### src/rtl/serial_adder_pkg.sv
// Shared types for the bit-serial adder.
package serial_adder_pkg;

  // Controller states: waiting, shifting bits through the cell, result pulse.
  typedef enum logic [1:0] {
    IDLE = 2'd0,
    RUN  = 2'd1,
    DONE = 2'd2
  } sa_state_t;

endpackage

### src/rtl/fa.sv
// One-bit full-adder cell.
module fa (
  input  logic A,
  input  logic B,
  input  logic Cin,
  output logic S,
  output logic Cout
);

  assign S    = A ^ B ^ Cin;
  assign Cout = (A & B) | (A & Cin) | (B & Cin);

endmodule

### src/rtl/serial_adder.sv
// Bit-serial WIDTH-bit adder: one operand bit pair per clock through a single
// full-adder cell, LSB first, with a start/busy/done handshake. The result
// registers change only on entry to DONE (or reset) and hold otherwise.
module serial_adder #(
  parameter int WIDTH = 8
) (
  input  logic             clk,
  input  logic             n_rst,
  input  logic             start,
  input  logic [WIDTH-1:0] a,
  input  logic [WIDTH-1:0] b,
  input  logic             cin,
  output logic             busy,
  output logic             done,
  output logic [WIDTH-1:0] sum,
  output logic             cout
);

  import serial_adder_pkg::*;

  localparam int CNT_W = $clog2(WIDTH + 1);
  localparam logic [CNT_W-1:0] LAST_BIT = CNT_W'(WIDTH - 1);

  sa_state_t        state_r;
  sa_state_t        state_s;
  logic [WIDTH-1:0] a_sr_r;
  logic [WIDTH-1:0] b_sr_r;
  logic [WIDTH-1:0] s_sr_r;
  logic             carry_r;
  logic [CNT_W-1:0] cnt_r;
  logic             fa_s_s;
  logic             fa_cout_s;
  logic [WIDTH-1:0] s_next_s;
  logic             last_bit_s;

  // The only adder: the current LSBs plus the carry held from the previous bit.
  fa u_fa (
    .A    (a_sr_r[0]),
    .B    (b_sr_r[0]),
    .Cin  (carry_r),
    .S    (fa_s_s),
    .Cout (fa_cout_s)
  );

  assign last_bit_s = (cnt_r == LAST_BIT);

  // New sum bit enters at the MSB; written this way so WIDTH=1 needs no special case.
  always_comb begin
    s_next_s           = s_sr_r >> 1;
    s_next_s[WIDTH-1]  = fa_s_s;
  end

  // Next-state decode; start is only looked at in IDLE and DONE.
  always_comb begin
    state_s = state_r;
    case (state_r)
      IDLE: begin
        if (start) state_s = RUN;
        else       state_s = IDLE;
      end
      RUN: begin
        if (last_bit_s) state_s = DONE;
        else            state_s = RUN;
      end
      DONE: begin
        if (start) state_s = RUN;
        else       state_s = IDLE;
      end
      default: state_s = IDLE;
    endcase
  end

  // State register.
  always_ff @(posedge clk or negedge n_rst) begin
    if (!n_rst) state_r <= IDLE;
    else        state_r <= state_s;
  end

  // Datapath: operand capture, bit shifting, result latch and registered status.
  always_ff @(posedge clk or negedge n_rst) begin
    if (!n_rst) begin
      a_sr_r  <= {WIDTH{1'b0}};
      b_sr_r  <= {WIDTH{1'b0}};
      s_sr_r  <= {WIDTH{1'b0}};
      carry_r <= 1'b0;
      cnt_r   <= {CNT_W{1'b0}};
      sum     <= {WIDTH{1'b0}};
      cout    <= 1'b0;
      busy    <= 1'b0;
      done    <= 1'b0;
    end else begin
      case (state_r)
        IDLE, DONE: begin
          if (start) begin
            a_sr_r  <= a;
            b_sr_r  <= b;
            carry_r <= cin;
            cnt_r   <= {CNT_W{1'b0}};
          end
        end
        RUN: begin
          s_sr_r  <= s_next_s;
          carry_r <= fa_cout_s;
          a_sr_r  <= a_sr_r >> 1;
          b_sr_r  <= b_sr_r >> 1;
          cnt_r   <= cnt_r + CNT_W'(1);
          if (last_bit_s) begin
            sum  <= s_next_s;
            cout <= fa_cout_s;
          end
        end
        default: begin
          cnt_r <= {CNT_W{1'b0}};
        end
      endcase
      busy <= (state_s == RUN);
      done <= (state_s == DONE);
    end
  end

endmodule

### config.mk
export PLATFORM = sky130hd
export DESIGN_NAME = serial_adder
export DESIGN_NICKNAME = d
export VERILOG_FILES = /design/src/rtl/serial_adder_pkg.sv /design/src/rtl/fa.sv /design/src/rtl/serial_adder.sv
export SDC_FILE = /design/constraint.sdc
export NUM_CORES = 1
export LEC_CHECK = 0
export ABC_AREA = 0
export CORE_MARGIN = 2
export CORE_UTILIZATION = 35
export DETAILED_ROUTE_END_ITERATION = 7
export GPL_TIMING_DRIVEN = 0
export MAX_ROUTING_LAYER = met4
export SLEW_MARGIN = 20
export SYNTH_ARGS = -nofsm -noshare
export SYNTH_HDL_FRONTEND = slang
export SYNTH_SLANG_ARGS = --single-unit
### constraint.sdc
create_clock -name clk -period 2.43 [get_ports clk]
set_input_delay 0.243 -clock clk [delete_from_list [all_inputs] [get_ports clk]]
set_output_delay 0.243 -clock clk [all_outputs]
set_load 0.01 [all_outputs]
---- Word level (Yosys, flattened, before mapping) ----
Index checks and enable logic that the tools add are counted.
word-level totals
  logic and storage cells ................. 40
  register bits after elaboration ......... 42
  output and inout bits ................... 11
operators by class
  add/sub/neg operators ................... 1
  reduce and logical (&&, ||, !) cells .... 5
  mux-type cells .......................... 11
  equality and inequality tests ........... 6
  bitwise operators ....................... 7
operators with widths
  kind                 number
  $pmux 8 s2           2
  $mux 8               2
  $pmux 4 s2           1
  $add 4x1->4 const B  1
  $eq 2x1->1 const B   2
  $eq 2x2->1 const B   2
  $eq 4x3->1 const B   1
  $mux 4               1
  $pmux 2 s2           1
  $reduce_and 2->1     2
  $and 1x1->1          3
  $logic_not 2->1      1
  $mux 1               2
  $mux 2               1
  $ne 2x1->1 const B   1
  $or 1x1->1           2
  $pmux 1 s2           1
  $reduce_bool 2->1    1
  $reduce_or 2->1      1
  $xor 1x1->1          2

---- Longest topological paths before layout ----
  word-level depth ........................ 4
  gate-level depth with buffers ........... 5
  mapped depth without buffers ............ 4

---- Hierarchy ----
Synthesis repeated with hierarchy kept, for this count alone.
unflattened totals
  cells, all modules ...................... 153
  area total of the unflattened synthesis .. 1,707.9 um^2
by module, submodules not included
  module        instances  sequential area each (um^2)  cells each  area each (um^2)
  serial_adder  1          1,026.0                      152         1,687.9
  fa            1          0.0                          1           20.0

---- Worst setup path before layout ----
Ideal clock, no wire load.
  kind .................................... register -> register
  start point ............................. reg cnt_r[0]
  end point ............................... reg cout
  buffers on the path ..................... 0
  cell stages (with the launch flop) ...... 5
  data arrival time ....................... 1.321 ns
  slack ................................... 0.984 ns
  period minus slack after synthesis ...... 1.446 ns
  path through ............................ dfrtp_1 -> ha_1 -> nand2_1 -> nor3_4 -> mux2_2
between the ends
  cells in the longest elaborated chain, start to end .. 2
ends and longest elaborated chain
  item                        line                 RTL
  from (decl)                 serial_adder.sv:30   logic [CNT_W-1:0] cnt_r;
  from (signal assigned)      serial_adder.sv:86   cnt_r <= {CNT_W{1'b0}};
  from (signal assigned)      serial_adder.sv:98   cnt_r <= {CNT_W{1'b0}};
  from (signal assigned)      serial_adder.sv:106  cnt_r <= cnt_r + CNT_W'(1);
  $eq 4x3->1                  serial_adder.sv:45   assign last_bit_s = (cnt_r == LAST_BIT);
  $reduce_and 2->1 (no line)  -
  to (signal assigned)        serial_adder.sv:109  cout <= fa_cout_s;
  to (decl)                   serial_adder.sv:16   output logic cout
Every way passes these cells.
A chain may end at the register's enable or synchronous reset.

---- Final worst setup path ----
  start point ............................. reg cnt_r[0]
  end point ............................... reg sum[6]
between the ends
  cells in the longest elaborated chain, start to end .. 2
ends and longest elaborated chain
  item                        line                 RTL
  $eq 4x3->1                  serial_adder.sv:45
  $reduce_and 2->1 (no line)  -
  to (signal assigned)        serial_adder.sv:87   sum <= {WIDTH{1'b0}};
  to (signal assigned)        serial_adder.sv:108  sum <= s_next_s;
  to (decl)                   serial_adder.sv:15   output logic [WIDTH-1:0] sum,
Every way passes these cells.

==> implementation parameters <==
Parameter                              Value

Setup path
  Start-to-end type of the worst setup path    reg -> reg
  Crit end category    flip-flop
  Critical path's slowest cell    nor3_4
  CP delay by family, top    simple AND/OR/NAND/NOR gates
  Critical Path End    sum[6]
  Number of gates on the worst path with buffers counted    4
  Startpoint type of the worst setup path    flip-flop
  Crit path DAT    1.83 ns
  Worst Reg-to-Reg Cells    4
  R2r startpoint    cnt_r[0]
  Worst setup path startpoint    cnt_r[0]
  Buffer and inverter count on the worst path    0
  Critical path cell sequence    ha_1, nand2_1, nor3_4, mux2_2
  Req. time, crit path    2.60 ns
  CP max FO    10
  Reg-to-reg setup timing slack    0.77 ns
  Delay of the slowest cell on the worst path    0.41 ns
  Endpoint of the worst register-to-register path    sum[6]

Layout
  Multi-input combinational cell area    630.6 µm²
  Share of post-route cells with drive strength above 1    17.62%
  Area growth syn-to-layout    29.07%
  Core utilization of the finished layout    46.57%
  Nets    215
  Flip-flop and latch area    1026 µm²
  Ant diodes    0
  Area of all placed cells without fillers    2200 µm²
  Number of filler instances in the final layout    441

Global route
  Number of global-route vias before repair    1194
  GRT Overall Usage    14.37%
  Pin count of the biggest net entering global routing    33
  GRT Residual Overflow    0
  First-pass GRT wire length    5692 µm
  Initial antenna violation count    0

Logic synthesis
  Warnings from Yosys    0
  Async set or reset register ratio after synthesis    100.0%
  Area of the mapped netlist    1704 µm²
  Share of the synthesized area in the top cell type    60.21%
  Post-synthesis cell count    154
  Register bit total from synthesis    41
  Synth cell count leaders    dfrtp_1, nand2_1, nor2_1
  Top flip-flop cell by instance count after synthesis    dfrtp_1
  Most frequent cell after synthesis    dfrtp_1
  Part of the Yosys area used for sequential elements    60.21%
  Main area contributors after synthesis    dfrtp_1, mux2_2, nand2_1
  Syn Nets    176
  Synthesized area per cell    11.07 µm²
  Yosys cell types    22
  Count of flip-flops with a built-in enable after synthesis    0
  Post-synth top area cell    dfrtp_1

Detailed routing
  Drt via density    4.627
  Count of vias placed by the detailed router    1203
  Remaining routing DRC violations    0
  WL/cell    12.77 µm
  Number of DRC violations after detailed-routing iteration 0    80
  First-pass DRT Iterations    4
  Number of nets with antenna violations after routing    0
  Routed wire length    3321 µm

STA
  Tmin final    1.662 ns
  Slew at the pin with the worst max-slew slack    0.4987 ns
  Maximum clock frequency    601.7 MHz
  Final setup violation count    0
  Worst max-slew margin expressed relative to the limit    66.65%
  RSZ-0062 raised after global routing    no
  Worst Setup Slack, final    0.7682 ns
  Final Hold Fails    0
  Total negative slack    0 ns
  Post-route fraction of the period consumed by the critical path    68.39%
  Number of pins with negative max-slew slack in the final report    0
  Worst clock skew on the final layout    0.006670 ns

Placement
  Area post-placement    2103 µm²
  Count of port buffers added during placement    30
  Worst slack at placement    0.7201 ns
  GPL Wtd Cong    0.8204
  Detailed placement HPWL    2347 µm

Flow run
  Number of violations of the max-capacitance limit    0

Floorplan
  Die Width    73.78 µm
  Placement Rows    25
  Initial core utilization    36.08%
  Boundary Pins    31
  Area enclosed by the die boundary    5443 µm²
  Vertical die dimension    73.78 µm
  Core Region    4723 µm²

Clock tree
  Root buffer cell    clkbuf_8
  Number of CTS-inserted buffers    5
  Clock tree from TritonCTS    built
  Latest clock arrival within the worst-skew pair    0.29 ns
  Maximum root-to-sink buffer count    2
  Number of cells upsized or downsized after cts    0
  Quantity of hold-fixing buffers added after cts    1
  H-tree Lvls    2
  Post-CTS Setup Bufs    0
  Sink Count    41
  Clock transition at the registers of the reported paths    0.08 ns

Pwr
  Power per standard cell area    1215 nW/µm²
  Worst ir drop on vdd    441.0 µV
  Power after layout    2.674 mW
  Cell leakage power    0.9334 nW

Run status
  Status    finished clean

Worst hold path
  Class of the tightest hold or removal check    in -> async
metal layers:
layer  up-vias  global-route usage (%)  routed length (µm)
met5         -                       -                   0
met1       576                   19.37                1578
met3         2                   3.841                 155
met4         0                   5.455                  34
li1        598                       -                   -
met2        27                   20.73                1553
registers in the layout, summed over array words and instances (netlist names):
name,flops
b_sr_r,8
cnt_r,4
a_sr_r,8
s_sr_r,7
state_r,2
cout,1
done,1
carry_r,1
busy,1
sum,8
worst min path at each step:
stage                     cells after the start         to        from  slack, ns
after floorplan                               0  a_sr_r[0]       n_rst      -0.05
after global placement                        1   cnt_r[1]  state_r[1]       0.44
after detailed placement                      1     sum[0]       n_rst       0.13
after CTS                                     2     sum[0]       n_rst       0.37
after global routing                          2     sum[0]       n_rst       0.37
final                                         2  s_sr_r[4]       n_rst       0.36
final cells by class:
| cell class | count | area share, % |
|---|---|---|
| timing repair buffer | 32 | 14.79 |
| sequential | 41 | 46.64 |
| buffer | 9 | 1.991 |
| tap | 67 | 3.811 |
| inverter | 1 | 0.1706 |
| multi-input combinational | 103 | 28.67 |
| clock buffer | 7 | 3.925 |
cell families (layout without fill, tap and decap cells):
| group | Yosys count | in the layout | share of synthesized area, % |
|---|---|---|---|
| adder cells (fa/ha/maj) | 2 | 2 | 1.909 |
| AND/OR/NAND/NOR | 60 | 60 | 15.12 |
| buffers and inverters | 10 | 49 | 2.790 |
| flip-flops | 41 | 41 | 60.21 |
| multiplexers | 16 | 16 | 10.57 |
| AO/OA/AOI/OAI | 25 | 25 | 9.398 |
cell usage in the layout (no fill, tap or decap), drive strengths merged, types with 2 or more instances in the layout:
cell type / count
clkdlybuf4s50: 29
dfrtp: 41
nand2b: 3
nor2: 17
o21ai: 5
nor2b: 2
a22o: 2
clkbuf: 8
nor3: 2
buf: 10
nand2: 34
a31oi: 15
mux2: 16
worst reg2reg max path: cells and delay by family, from the launching register on:
| kind | cells | cell delay, ns |
|---|---|---|
| adders and majority gates | 1 | 0.21 |
| muxes | 1 | 0.40 |
| DFF | 1 | 0.40 |
| and+or+nand+nor | 2 | 0.54 |
stage by stage:
| step | hold slack [ns] | cells |
|---|---|---|
| after floorplan | -0.05259 | 154 |
| after global placement | 0.4431 | 251 |
| after detailed placement | 0.1318 | 252 |
| after CTS | 0.3709 | 260 |
| after global routing | 0.3691 | 260 |
| final | 0.3568 | 260 |
report_power, final:
| part | internal, mW | leakage (nW) | total (mW) | switching (mW) |
|---|---|---|---|---|
| Sequential | 0.999 | 0.488 | 1.19 | 0.191 |
| Clock | 0.225 | 0.0443 | 0.447 | 0.221 |
| Combinational | 0.545 | 0.401 | 1.04 | 0.491 |
| Total | 1.77 | 0.933 | 2.67 | 0.904 |
(Power assumes the default switching activity.)
